### config.mk
export PLATFORM = sky130hd
export DESIGN_NAME = led_matrix_serial_tx
export DESIGN_NICKNAME = d
export VERILOG_FILES = /design/src/rtl/led_matrix_serial_tx.sv
export SDC_FILE = /design/constraint.sdc
export NUM_CORES = 1
export LEC_CHECK = 0
export ABC_AREA = 1
export ABC_CLOCK_PERIOD_IN_PS = 1900
export CAP_MARGIN = 10
export CORE_AREA = 3 3 58 60
export CTS_CLUSTER_SIZE = 24
export DETAILED_ROUTE_END_ITERATION = 10
export DIE_AREA = 0 0 61 63
export PLACE_DENSITY = 0.82
export RECOVER_POWER = 50
export SLEW_MARGIN = 20
export SYNTH_ARGS = -nofsm -noshare
export SYNTH_HDL_FRONTEND = slang
export SYNTH_SLANG_ARGS = --single-unit
### constraint.sdc
create_clock -name clk -period 1.9 [get_ports clk]
set_clock_uncertainty 0.2 [all_clocks]
set_input_delay 0.38 -clock clk [delete_from_list [all_inputs] [get_ports clk]]
set_output_delay 0.38 -clock clk [all_outputs]
set_load 0.02 [all_outputs]
### src/rtl/led_matrix_serial_tx.sv
// led_matrix_serial_tx
//   Serializer for the LED matrix driver's serial load interface. Takes parallel
//   words over a valid/ready handshake and shifts them out MSB-first on din with
//   a generated dclk. When a word is flagged with tx_last, a strobe pulse follows
//   it so the driver latches its shift register.
//
//   Handshake: a word is accepted on a rising clk edge where tx_valid && tx_ready.
//   tx_data/tx_last are captured on that edge; later changes are ignored. tx_valid
//   while tx_ready=0 is simply held off until the next accept. tx_ready is only
//   high in IDLE.
//
// Ports:
//   clk       system clock, rising edge
//   rst_n     asynchronous active-low reset
//   tx_data   word to transmit (MSB first)
//   tx_last   pulse strobe after this word
//   tx_valid  word offered
//   tx_ready  block can accept a word (IDLE only)
//   din       serial data, stable across each bit's low and high dclk phase
//   dclk      serial clock, driver samples din on its rising edge
//   strobe    latch pulse, never high together with dclk
//   busy      high in any state other than IDLE
module led_matrix_serial_tx #(
    parameter int DATA_W  = 16,
    parameter int CLK_DIV = 2
) (
    input  logic              clk,
    input  logic              rst_n,
    input  logic [DATA_W-1:0] tx_data,
    input  logic              tx_last,
    input  logic              tx_valid,
    output logic              tx_ready,
    output logic              din,
    output logic              dclk,
    output logic              strobe,
    output logic              busy
);

    localparam int BIT_W = $clog2(DATA_W);
    localparam int DIV_W = (CLK_DIV > 1) ? $clog2(CLK_DIV) : 1;

    typedef enum logic [1:0] {
        S_IDLE = 2'd0,
        S_LO   = 2'd1,
        S_HI   = 2'd2,
        S_STB  = 2'd3
    } state_e;

    state_e              state_q, state_d;
    logic [DATA_W-1:0]   shift_q, shift_d;
    logic                last_q, last_d;
    logic [BIT_W-1:0]    bit_cnt_q, bit_cnt_d;
    logic [DIV_W-1:0]    div_cnt_q, div_cnt_d;
    logic                din_q, din_d;
    logic                dclk_q, dclk_d;
    logic                strobe_q, strobe_d;
    logic                busy_q, busy_d;
    // Holds tx_ready low until the first clk edge after reset release.
    logic                ready_en_q;

    logic                div_done;
    logic                accept;

    assign tx_ready = ready_en_q && (state_q == S_IDLE);
    assign accept   = tx_valid && tx_ready;
    assign div_done = (div_cnt_q == DIV_W'(CLK_DIV - 1));

    always_comb begin
        state_d   = state_q;
        shift_d   = shift_q;
        last_d    = last_q;
        bit_cnt_d = bit_cnt_q;

        case (state_q)
            S_IDLE: begin
                if (accept) begin
                    state_d   = S_LO;
                    shift_d   = tx_data;
                    last_d    = tx_last;
                    bit_cnt_d = BIT_W'(DATA_W - 1);
                end
            end
            S_LO: begin
                if (div_done) begin
                    state_d = S_HI;
                end
            end
            S_HI: begin
                if (div_done) begin
                    if (bit_cnt_q != '0) begin
                        // Next bit moves to the MSB as LO is re-entered, so din
                        // only ever changes while dclk is low.
                        shift_d   = shift_q << 1;
                        bit_cnt_d = bit_cnt_q - BIT_W'(1);
                        state_d   = S_LO;
                    end else if (last_q) begin
                        state_d = S_STB;
                    end else begin
                        state_d = S_IDLE;
                    end
                end
            end
            S_STB: begin
                if (div_done) begin
                    state_d = S_IDLE;
                end
            end
            default: begin
                state_d = S_IDLE;
            end
        endcase

        // Phase counter restarts on every state change and rests at 0 in IDLE.
        if ((state_d != state_q) || (state_q == S_IDLE)) begin
            div_cnt_d = '0;
        end else begin
            div_cnt_d = div_cnt_q + DIV_W'(1);
        end

        // Outputs are registered from the next state so they line up with it.
        din_d    = ((state_d == S_LO) || (state_d == S_HI)) ? shift_d[DATA_W-1] : 1'b0;
        dclk_d   = (state_d == S_HI);
        strobe_d = (state_d == S_STB);
        busy_d   = (state_d != S_IDLE);
    end

    always_ff @(posedge clk or negedge rst_n) begin
        if (!rst_n) begin
            state_q    <= S_IDLE;
            shift_q    <= '0;
            last_q     <= 1'b0;
            bit_cnt_q  <= '0;
            div_cnt_q  <= '0;
            din_q      <= 1'b0;
            dclk_q     <= 1'b0;
            strobe_q   <= 1'b0;
            busy_q     <= 1'b0;
            ready_en_q <= 1'b0;
        end else begin
            state_q    <= state_d;
            shift_q    <= shift_d;
            last_q     <= last_d;
            bit_cnt_q  <= bit_cnt_d;
            div_cnt_q  <= div_cnt_d;
            din_q      <= din_d;
            dclk_q     <= dclk_d;
            strobe_q   <= strobe_d;
            busy_q     <= busy_d;
            ready_en_q <= 1'b1;
        end
    end

    assign din    = din_q;
    assign dclk   = dclk_q;
    assign strobe = strobe_q;
    assign busy   = busy_q;

endmodule
== Word level (Yosys, flattened, before mapping) ==
Index checks and enable logic that the tools add are counted.
Widths: inputs -> output; s select.

* Bits in registers: 29
* Latch bits: 0
* Memory bits (writable): 0
* Memory bits (read-only): 0
* Bits of input ports: 20
* Output and inout port bits: 5
* Logic and storage cells: 50
* Memories kept: 0

* $add $sub $neg: 2
* Multiply operators: 0
* Div/mod/pow operators: 0
* Order comparisons: 0
* Equal/unequal tests: 10
* Shift operators: 0
* Multiplexer cells: 17
* Bitwise operators: 0
* Reductions and logical operators: 10

{| class="wikitable"
|+ Operators by type and width
! cell !! number
|-
| $mux 16 || 3
|-
| $pmux 16 s2 || 1
|-
| $mux 2 || 6
|-
| $mux 4 || 3
|-
| $eq 2x2->1 const B || 4
|-
| $pmux 2 s4 || 1
|-
| $pmux 4 s2 || 1
|-
| $ne 2x2->1 const B || 3
|-
| $eq 2x1->1 const B || 2
|-
| $reduce_and 4->1 || 1
|-
| $reduce_bool 2->1 || 2
|-
| $reduce_bool 4->1 || 1
|-
| $sub 4x1->4 const B || 1
|-
| $logic_and 1x1->1 || 2
|-
| $logic_not 2->1 || 1
|-
| $logic_or 1x1->1 || 2
|-
| $mux 1 || 2
|-
| $ne 2x2->1 || 1
|-
| $reduce_and 2->1 || 1
|-
| $add 1x1->1 const B || 1
|}

== Depth between registers and ports, before layout ==
Gate-level depths: netlist of run 1.

* Depth in word-level cells: 8
* Mapped depth: 11
* Depth with buffers taken out: 11

== Worst setup path before layout of run 1 ==
No wires, ideal clock.

* Path kind: flip-flop to flip-flop
* Start: register bit_cnt_q[0]
* End: register din_q, in the netlist din
* Library setup time: 122 ps
* Arrival: 1466 ps
* Data required time: 1578 ps
* Setup slack: 112 ps
* Cell stages (with the launch flop): 12
* Buffers on the path: 0
* Clock period less this slack: 1788 ps
* Cells stage by stage: dfrtp_1 -> inv_1 -> ha_1 -> nand2_2 -> nand2_1 -> nand2_1 -> a21oi_1 -> nor2_1 -> inv_1 -> ha_1 -> inv_1 -> a21oi_2

* Cells in the longest elaborated chain, start to end: 7
* Elaborated cells on any way between the ends: 11
* Classes of those cells: eq/ne (2); mux (7); reduce/logical (2)

{| class="wikitable"
|+ Ends and longest elaborated chain
! what !! line !! text
|-
| from (decl) || 52 || <nowiki>logic [BIT_W-1:0] bit_cnt_q, bit_cnt_d;</nowiki>
|-
| from (signal assigned) || 143 || <nowiki>bit_cnt_q <= bit_cnt_d;</nowiki>
|-
| $reduce_bool 4->1 * || 90 || <nowiki>if (bit_cnt_q != '0) begin</nowiki>
|-
| $mux 2 * || 90 ||
|-
| $mux 2 * || 89 || <nowiki>if (div_done) begin</nowiki>
|-
| $pmux 2 s4 * || 74 || <nowiki>case (state_q)</nowiki>
|-
| named net state_d[0] || 49 || <nowiki>state_e state_q, state_d;</nowiki>
|-
| $eq 2x1->1 / $eq 2x2->1 (equally long branches) || 121 || <nowiki>din_d = ((state_d == S_LO) || (state_d == S_HI)) ? shift_d[DATA_W-1] : 1'b0;</nowiki>
|-
| $logic_or 1x1->1 * || 121 ||
|-
| $mux 1 * || 121 ||
|-
| named net din_d || 54 || <nowiki>logic din_q, din_d;</nowiki>
|-
| to (signal assigned) || 145 || <nowiki>din_q <= din_d;</nowiki>
|-
| to (decl) || 54 ||
|}

Mark *: on every way through the listed nets, which the timed path passes. The rest lies on a longest branch. The select of a mux whose other input is x is not followed.
A chain may end at the register's enable or synchronous reset.

== Final worst setup path of run 1 ==
* Start: register strobe_q, in the netlist strobe
* End: output strobe

{| class="wikitable"
|+ RTL lines
! what !! line !! text
|-
| from (decl) || 56 || <nowiki>logic strobe_q, strobe_d;</nowiki>
|-
| from (signal assigned) || 147 || <nowiki>strobe_q <= strobe_d;</nowiki>
|-
| to (decl) || 35 || <nowiki>output logic strobe,</nowiki>
|}

No word-level cell between the ends.

==> summary.md, run 1 <==
| Metric | Value |
|---|---|
| Syn. warnings | `0` |
| Vias/cell | `5.18` |
| Area after DPL | `1760 um2` |
| Slew Viols, Final | `0` |
| Worst setup SP type | `register` |
| Int Power | `between 0.0015 and 0.002 W` |
| Sink Count | `29` |
| Post-layout util | `between 60% and 70%` |
| Die footprint | `3840 um2` |
| Placed cell count | `~230` |
| Post-synth EDFFs | `0` |
| RD Place Congestion | `around 0.83` |
| Die width | `between 60 and 70 um` |
| FFs w/ async S/R, synth | `100%` |
| H-tree Lvls | `2` |
| Critical path capture point type | `output pin` |
| Antenna viol nets, final | `0` |
| Period utilization | `between 90% and 100%` |
| Final min period | `1.83 ns` |
| Core ar. | `~3000 um2` |
| Worst slew pin tran | `0.701 ns` |
| Remaining Overflow, GRT | `0` |
| Routed WL | `3.03 mm` |
| Register area share after synthesis | `50.4%` |
| Synth top area share | `about half` |
| Net Switching | `0.00116 W` |
| Synth area leaders | `dfrtp_1, nand2_1, nand4_1` |
| Biggest register | `shift_q` |
| CTS buffer count | `5` |
| Setup violations, final | `0` |
| Number of diodes | `0` |
| Dpl hpwl | `between 2 and 2.5 mm` |
| Critical-path cell list | `clkdlybuf4s50_1` |
| Worst Path Buf+Inv | `1` |
| FF+latch count, synth | `29` |
| Worst path slowest cell | `clkdlybuf4s50_1` |
| Cell taking the most area after synthesis | `dfrtp_1` |
| FMAX | `~0.55 GHz` |
| Clock root buffer | `clkbuf_4` |
| CP max stage delay | `about 0.60 ns` |
| Tot GR Track Use | `between 10% and 20%` |
| Largest fanout on the critical path | `1` |
| Starting Density | `around half` |
| Switch share | `between 40% and 50%` |
| Setup WS pre-CTS | `-0.0936 ns` |
| Setup total negative slack | `0 ns` |
| Critical path arrival | `~1.3 ns` |
| Final Instance Area | `~1800 um2` |
| Routed len/inst | `roughly 13 um` |
| Cts repair resizes | `4` |
| Hold Path Class | `register to register` |
| First-pass detailed-route iteration total | `4` |
| Post-CTS setup buffers | `0` |
| Top flop regs | `shift_q (16), bit_cnt_q (4), state_q (2)` |
| # rows | `20` |
| Count leader, synth | `nand2_1` |
| Synth Area per Inst | `a little under 9 um2` |
| Unrepaired setup endpoints after global routing | `false` |
| Peak supply drop | `about 0.0008 V` |
| Die height | `about 63 um` |
| Gate Count Post-Synth | `roughly 160` |
| P per Cell Area | `roughly 1500 nW/um2` |
| WS Path Type | `register to output pin` |
| First-pass GRT wire length | `~5 mm` |
| Leak | `roughly 0.90 nW` |
| Status | `complete, no violations` |
| Max Cap Violations | `0` |
| Layout fillers | `~240` |
| Fin. Hold Viols | `0` |
| CTS clk-pin slew, worst paths | `roughly 0.080 ns` |
| Largest net degree at the start of global routing | `30` |
| Area delta synth->final | `26.6%` |
| Clk Latency, worst-skew pair | `approximately 0.32 ns` |
| Routed vias | `between 1000 and 1500` |
| Antenna violations before repair | `0` |
| 1st-iter DRT viols | `59` |
| Comb power frac | `a little under half` |
| Port Buf Inserts | `24` |
| Distinct cells, synth | `24` |
| Bufs on Longest Clock Path | `2` |
| Total Nets Final | `approximately 220` |
| Clock share of power | `between 10% and 20%` |
| Top Family by Delay on Critical Path | `buffers and inverters` |
| Number of non-filler instances in the completed layout | `232` |
| Sequential fraction of design power | `roughly two fifths` |
| Most frequent cells after synthesis | `nand2_1, dfrtp_1, nand3_1` |
| CTS tree | `built` |
| Normalized max-slew margin | `about 53%` |
| Post-CTS Hold Fix Bufs | `0` |
| Main synth FF type | `dfrtp_1` |
| I/O pins | `25` |
| DRC errors left | `0` |
| Worst EP required | `1.32 ns` |
| Setup WS post-layout | `roughly 0.067 ns` |
| Cell area after synthesis | `1440 um2` |
| Max FFs per register | `16` |
| Layout cells sized above 1 | `between 10% and 20%` |
| Post-Syn Nets | `187` |
| Vias in the first global route | `roughly 1200` |
cells in the final DEF, fill, tap and decap left out, types with 3 or more instances in the layout:
master            n
a21oi_1           3
buf_4            10
clkbuf_4          5
clkdlybuf4s50_1  22
dfrtp_1          29
ha_1              3
inv_1            15
nand2_1          44
nand2_2           4
nand3_1          18
nand4_1          16
nor2_1            8
power groups by stage:
stage	clock network (W)	registers, W	logic (W)
after floorplan	0	0.00107	0.000898
after global placement	0	0.00105	0.00122
after detailed placement	0	0.00107	0.00127
after CTS	0.000390	0.00106	0.00128
after global routing	0.000412	0.00110	0.00147
final	0.000371	0.00107	0.00130
final cells by class:
cell class	instances	area, um2	share of cell area (%)
clock buffers	7	55.1	3.02
inverters	17	63.8	3.50
multi-input cells	110	618	33.9
flip-flops and latches	29	726	39.8
well taps	33	41.3	2.26
repair buffers	36	319	17.5
kinds of logic after synthesis:
kind of cell | Yosys count | share of synthesized area, %
buffers and inverters | 24 | 8.17
adder cells (fa/ha/maj) | 4 | 3.48
flip-flops | 29 | 50.4
AND/OR/NAND/NOR | 96 | 33.3
other | 1 | 0.260
AO/OA/AOI/OAI | 9 | 4.43
worst paths after layout:
kind	from	end	slack [ns]	depth (start not counted)
setup / recovery	strobe	strobe	0.07	1
hold / removal	shift_q[5]	shift_q[5]	0.29	2
setup reg to reg	bit_cnt_q[0]	din	0.13	11
hold reg to reg	shift_q[5]	shift_q[5]	0.29	2
max in group asynchronous	rst_n	shift_q[14]	0.61	2
min in group asynchronous	rst_n	shift_q[8]	0.43	2
through the flow:
stage / power (W) / hold slack (ns)
detailed placement: 0.00234 / 0.269
floorplan: 0.00196 / -0.116
global placement: 0.00226 / 0.256
global route: 0.00298 / 0.324
finish: 0.00274 / 0.290
CTS: 0.00273 / 0.237
worst register-to-register path, cell delays in order, from the launching register on:
cell     delay, ns
dfrtp_1       0.37
inv_1         0.11
ha_4          0.18
nand2_2       0.06
nand2_1       0.09
nand2_1       0.05
a21oi_1       0.13
nor2_1        0.08
inv_1         0.07
ha_1          0.22
inv_1         0.06
a21oi_2       0.03
per-layer routing:
metal | part of all wire [%] | track usage (%) | up-vias
met1 | 41 | 22.2 | 571
met4 | 1.7 | 11.1 | 0
li1 | - | - | 603
met2 | 53 | 27.4 | 24
met5 | 0 | 0 | -
met3 | 4.0 | 5.58 | 4
Note: power is estimated with default switching activity, not from simulation.
==> inputs of run 2 (changes only) <==
- CORE_AREA: 3 3 58 60 -> 3 3 42 82
- DIE_AREA: 0 0 61 63 -> 0 0 45 85
==> summary.md, run 2 (synthesis results as in run 1) <==
| Metric | Value |
|---|---|
| Status | `complete, no violations` |
| Vias/cell | `between 5 and 6` |
| I/O pins | `25` |
| H-tree Lvls | `2` |
| First-pass detailed-route iteration total | `4` |
| GR met1 Demand/Resource | `21.8%` |
| Clk Latency, worst-skew pair | `roughly 0.28 ns` |
| Die footprint | `between 3000 and 4000 um2` |
| Post-CTS Hold Fix Bufs | `0` |
| Worst setup SP type | `register` |
| WS Path Type | `register to output pin` |
| Worst slew pin tran | `approximately 0.7 ns` |
| Antenna viol nets, final | `0` |
| Routed WL | `~3.3 mm` |
| Critical path arrival | `1.19 ns` |
| Layout cells sized above 1 | `18.5%` |
| First-pass GRT wire length | `between 5 and 6 mm` |
| CTS buffer count | `5` |
| 1st-iter DRT viols | `26` |
| CTS clk-pin slew, worst paths | `0.06 ns` |
| Final min period | `between 1.5 and 2 ns` |
| Total Nets Final | `between 200 and 250` |
| CTS tree | `built` |
| Starting Density | `roughly half` |
| Met3 usage | `~4.0%` |
| Sink Count | `29` |
| Vias in the first global route | `between 1000 and 1500` |
| Biggest register | `shift_q` |
| Remaining Overflow, GRT | `0` |
| Hold Path Class | `register to register` |
| RD Place Congestion | `roughly 0.83` |
| Top Usage Layer GRT | `met2` |
| Unrepaired setup endpoints after global routing | `false` |
| Worst path slowest cell | `clkdlybuf4s50_1` |
| Number of non-filler instances in the completed layout | `230` |
| Number of diodes | `0` |
| Critical path capture point type | `output pin` |
| Largest net degree at the start of global routing | `30` |
| Antenna violations before repair | `0` |
| Die width | `between 40 and 50 um` |
| Most frequent cells in the layout | `nand2_1, dfrtp_1, clkdlybuf4s50_1` |
| Setup total negative slack | `0 ns` |
| Placed cell count | `approximately 220` |
| # rows | `28` |
| Die height | `between 80 and 90 um` |
| Worst hold slack | `around 0.29 ns` |
| Max Cap Violations | `0` |
| Clock root buffer | `clkbuf_8` |
| Worst EP required | `between 1 and 1.5 ns` |
| Post-CTS setup buffers | `0` |
| FMAX | `about 0.56 GHz` |
| CP max stage delay | `~0.60 ns` |
| Bufs on Longest Clock Path | `2` |
| Leak | `0.917 nW` |
| Cts repair resizes | `1` |
| Top flop regs | `shift_q (16), bit_cnt_q (4), state_q (2)` |
| Tot GR Track Use | `approximately a fifth` |
| Setup violations, final | `0` |
| Port Buf Inserts | `24` |
| Core ar. | `between 2000 and 3000 um2` |
| Routed vias | `1237` |
| P per Cell Area | `1580 nW/um2` |
| Largest fanout on the critical path | `1` |
| Routed len/inst | `about 14 um` |
| Dpl hpwl | `around 2.3 mm` |
| Period utilization | `around 93%` |
| Worst Path Buf+Inv | `1` |
| Fin. Hold Viols | `0` |
| Commonest non-fill, non-tap cell in the layout | `nand2_1` |
| Max FFs per register | `16` |
| Area delta synth->final | `29.5%` |
| DRC errors left | `0` |
| Top Family by Delay on Critical Path | `buffers and inverters` |
| Met2 GRT Util | `around a third` |
| Peak supply drop | `0.000997 V` |
| Slew Viols, Final | `0` |
| Critical-path cell list | `clkdlybuf4s50_1` |
| Normalized max-slew margin | `52.1%` |
run 2: final timing paths:
kind / from / to / slack (ns) / depth (start not counted)
setup / recovery: dclk / dclk / 0.13 / 1
hold / removal: shift_q[11] / shift_q[11] / 0.29 / 2
setup reg to reg: bit_cnt_q[1] / din / 0.15 / 11
hold reg to reg: shift_q[11] / shift_q[11] / 0.29 / 2
max in group asynchronous: rst_n / busy / 0.56 / 2
min in group asynchronous: rst_n / shift_q[6] / 0.47 / 2
run 2: area by class of cell:
| cell class | instances | area, um2 |
|---|---|---|
| Timing Repair Buffer | 36 | 315 |
| Sequential cell | 29 | 726 |
| Fill cell | 254 | 1080 |
| Tap cell | 30 | 37.5 |
| Clock buffer | 7 | 96.3 |
| Clock inverter | 1 | 5.00 |
| Inverter | 17 | 63.8 |
| Multi-Input combinational cell | 110 | 621 |
run 2: layer usage:
layer  part of all wire [%]  routed length, um  up-vias
li1                       -                  -      600
met3                    2.8                 93       10
met2                     58               1880       28
met1                     36               1190      599
met5                      0                  0        -
met4                    3.2                106        0
run 2: stage by stage:
step,total power [W],util [%],cell area (um2),setup slack [ns]
5_1_grt,0.00320,63.4,1860,0.0248
3_5_place_dp,0.00237,59.6,1750,-0.142
4_1_cts,0.00293,63.0,1850,0.0126
3_3_place_gp,0.00227,59.6,1750,-0.0451
2_1_floorplan,0.00196,-,1440,0.112
6_report,0.00295,63.4,1860,0.126
run 2: power by group:
part	total [W]	leakage, nW	switching (W)	internal [W]
registers	0.00107	0.364	0.000181	0.000890
logic	0.00133	0.500	0.000806	0.000520
clock network	0.000557	0.0542	0.000230	0.000327
total	0.00295	0.917	0.00122	0.00174
==> inputs of run 3 (changes only) <==
- CORE_AREA: 3 3 42 82 -> 3 3 53 104
- DIE_AREA: 0 0 45 85 -> 0 0 56 107
- PLACE_DENSITY: 0.82 -> 0.57
==> summary.md, run 3 (synthesis results as in run 1) <==
| Metric | Value |
|---|---|
| Status | `complete, no violations` |
| 1st-iter DRT viols | `30` |
| Largest fanout on the critical path | `2` |
| Top flop regs | `shift_q (16), bit_cnt_q (4), state_q (2)` |
| Max Cap Violations | `0` |
| Layout fillers | `a little over 500` |
| WS Path Type | `register to output pin` |
| Comb power frac | `about 43%` |
| Starting Density | `29.6%` |
| I/O pins | `25` |
| CTS clk-pin slew, worst paths | `around 0.070 ns` |
| Int Power | `between 0.0015 and 0.002 W` |
| Dpl hpwl | `2.26 mm` |
| Setup total negative slack | `0 ns` |
| Antenna violations before repair | `0` |
| First-pass detailed-route iteration total | `4` |
| Slew Viols, Final | `0` |
| Switch share | `just under 40%` |
| Vias/cell | `~4.7` |
| Worst hold slack | `0.282 ns` |
| Unrepaired setup endpoints after global routing | `false` |
| Antenna viol nets, final | `0` |
| P per Cell Area | `~1600 nW/um2` |
| Hold Path Class | `register to register` |
| Total Nets Final | `between 200 and 250` |
| Most frequent cells in the layout | `nand2_1, dfrtp_1, clkdlybuf4s50_1` |
| Final Instance Area | `1930 um2` |
| Remaining Overflow, GRT | `0` |
| H-tree Lvls | `2` |
| Worst slew pin tran | `roughly 0.75 ns` |
| Fin. Hold Viols | `0` |
| Critical path arrival | `approximately 1.2 ns` |
| CTS tree | `built` |
| Commonest non-fill, non-tap cell in the layout | `nand2_1` |
| CTS buffer count | `5` |
| Vias in the first global route | `1222` |
| Area after DPL | `approximately 1800 um2` |
| Critical path capture point type | `output pin` |
| # rows | `36` |
| First-pass GRT wire length | `approximately 5.4 mm` |
| Number of diodes | `0` |
| Routed len/inst | `about 12 um` |
| Post-CTS Hold Fix Bufs | `0` |
| Bufs on Longest Clock Path | `2` |
| Setup WS post-layout | `0.0807 ns` |
| Area delta synth->final | `33.8%` |
| Die footprint | `5990 um2` |
| FMAX | `~0.55 GHz` |
| Tot GR Track Use | `11.8%` |
| Layout cells sized above 1 | `18.7%` |
| Clock root buffer | `clkbuf_8` |
| RD Place Congestion | `just over 0.7` |
| Period utilization | `between 90% and 100%` |
| Worst EP required | `1.32 ns` |
| Port Buf Inserts | `24` |
| Max FFs per register | `16` |
| Clk Latency, worst-skew pair | `between 0.2 and 0.3 ns` |
| Net Switching | `about 0.0012 W` |
| Normalized max-slew margin | `between 50% and 60%` |
| Leak | `around 0.94 nW` |
| Core ar. | `around 4900 um2` |
| Routed WL | `3.12 mm` |
| Setup WS pre-CTS | `-0.0758 ns` |
| Setup violations, final | `0` |
| Sequential fraction of design power | `a little over a third` |
| Largest net degree at the start of global routing | `30` |
| Peak supply drop | `between 0.0008 and 0.0009 V` |
| Die height | `107 um` |
| Clock share of power | `21.9%` |
| DRC errors left | `0` |
| Routed vias | `about 1200` |
| Die width | `~56 um` |
| Biggest register | `shift_q` |
| Final min period | `1.82 ns` |
| Sink Count | `29` |
| Worst setup SP type | `register` |
-- run 3: worst paths after layout --
kind / start / end / slack [ns] / cells past startpoint
min in group asynchronous: rst_n / shift_q[8] / 0.49 / 2
worst min-delay path: shift_q[0] / shift_q[0] / 0.28 / 2
max in group asynchronous: rst_n / shift_q[15] / 0.52 / 2
worst min register to register: shift_q[0] / shift_q[0] / 0.28 / 2
worst max register to register: bit_cnt_q[0] / din / 0.13 / 9
worst max-delay path: state_q[1] / tx_ready / 0.08 / 4
-- run 3: critical path, cell delays in order (launching register included) --
cell and delay (ns):
dfrtp_1 0.40, nor2_4 0.12, inv_1 0.06, nor2_1 0.08, clkdlybuf4s15_1 0.31
-- run 3: power groups by stage --
stage / combinational, W / clock, W / sequential, W
2_1_floorplan: 0.000898 / 0 / 0.00107
3_3_place_gp: 0.00128 / 0 / 0.00107
3_5_place_dp: 0.00131 / 0 / 0.00107
5_1_grt: 0.00146 / 0.000708 / 0.00111
4_1_cts: 0.00132 / 0.000679 / 0.00106
6_report: 0.00129 / 0.000663 / 0.00107
-- run 3: layout make-up --
class / instances / area [um2] / area share [%]
Inverter: 17 / 63.8 / 3.31
Sequential cell: 29 / 726 / 37.7
Clock inverter: 1 / 30.0 / 1.56
Multi-Input combinational cell: 110 / 603 / 31.3
Clock buffer: 7 / 86.3 / 4.48
Timing Repair Buffer: 39 / 347 / 18.0
Tap cell: 57 / 71.3 / 3.70
-- run 3: per-stage QoR --
| step | cells | total power (W) | utilization (%) |
|---|---|---|---|
| 2_1_floorplan | 163 | 0.00196 | - |
| 3_3_place_gp | 252 | 0.00236 | 37.2 |
| 3_5_place_dp | 252 | 0.00238 | 37.2 |
| 4_1_cts | 260 | 0.00306 | 39.6 |
| 5_1_grt | 260 | 0.00327 | 39.6 |
| 6_report | 260 | 0.00302 | 39.6 |
-- run 3: repair_timing --
item,in CTS,in global routing
buffers inserted,0,0
setup endpoints to repair,1,3
resized for setup,1,3
-- run 3: per-layer routing --
layer / GRT usage [%] / up-vias / routed length (um)
li1: - / 607 / -
met1: 11.9 / 574 / 1150
met2: 20.9 / 24 / 1780
met3: 2.89 / 4 / 103
met4: 7.47 / 0 / 83
met5: 0 / - / 0
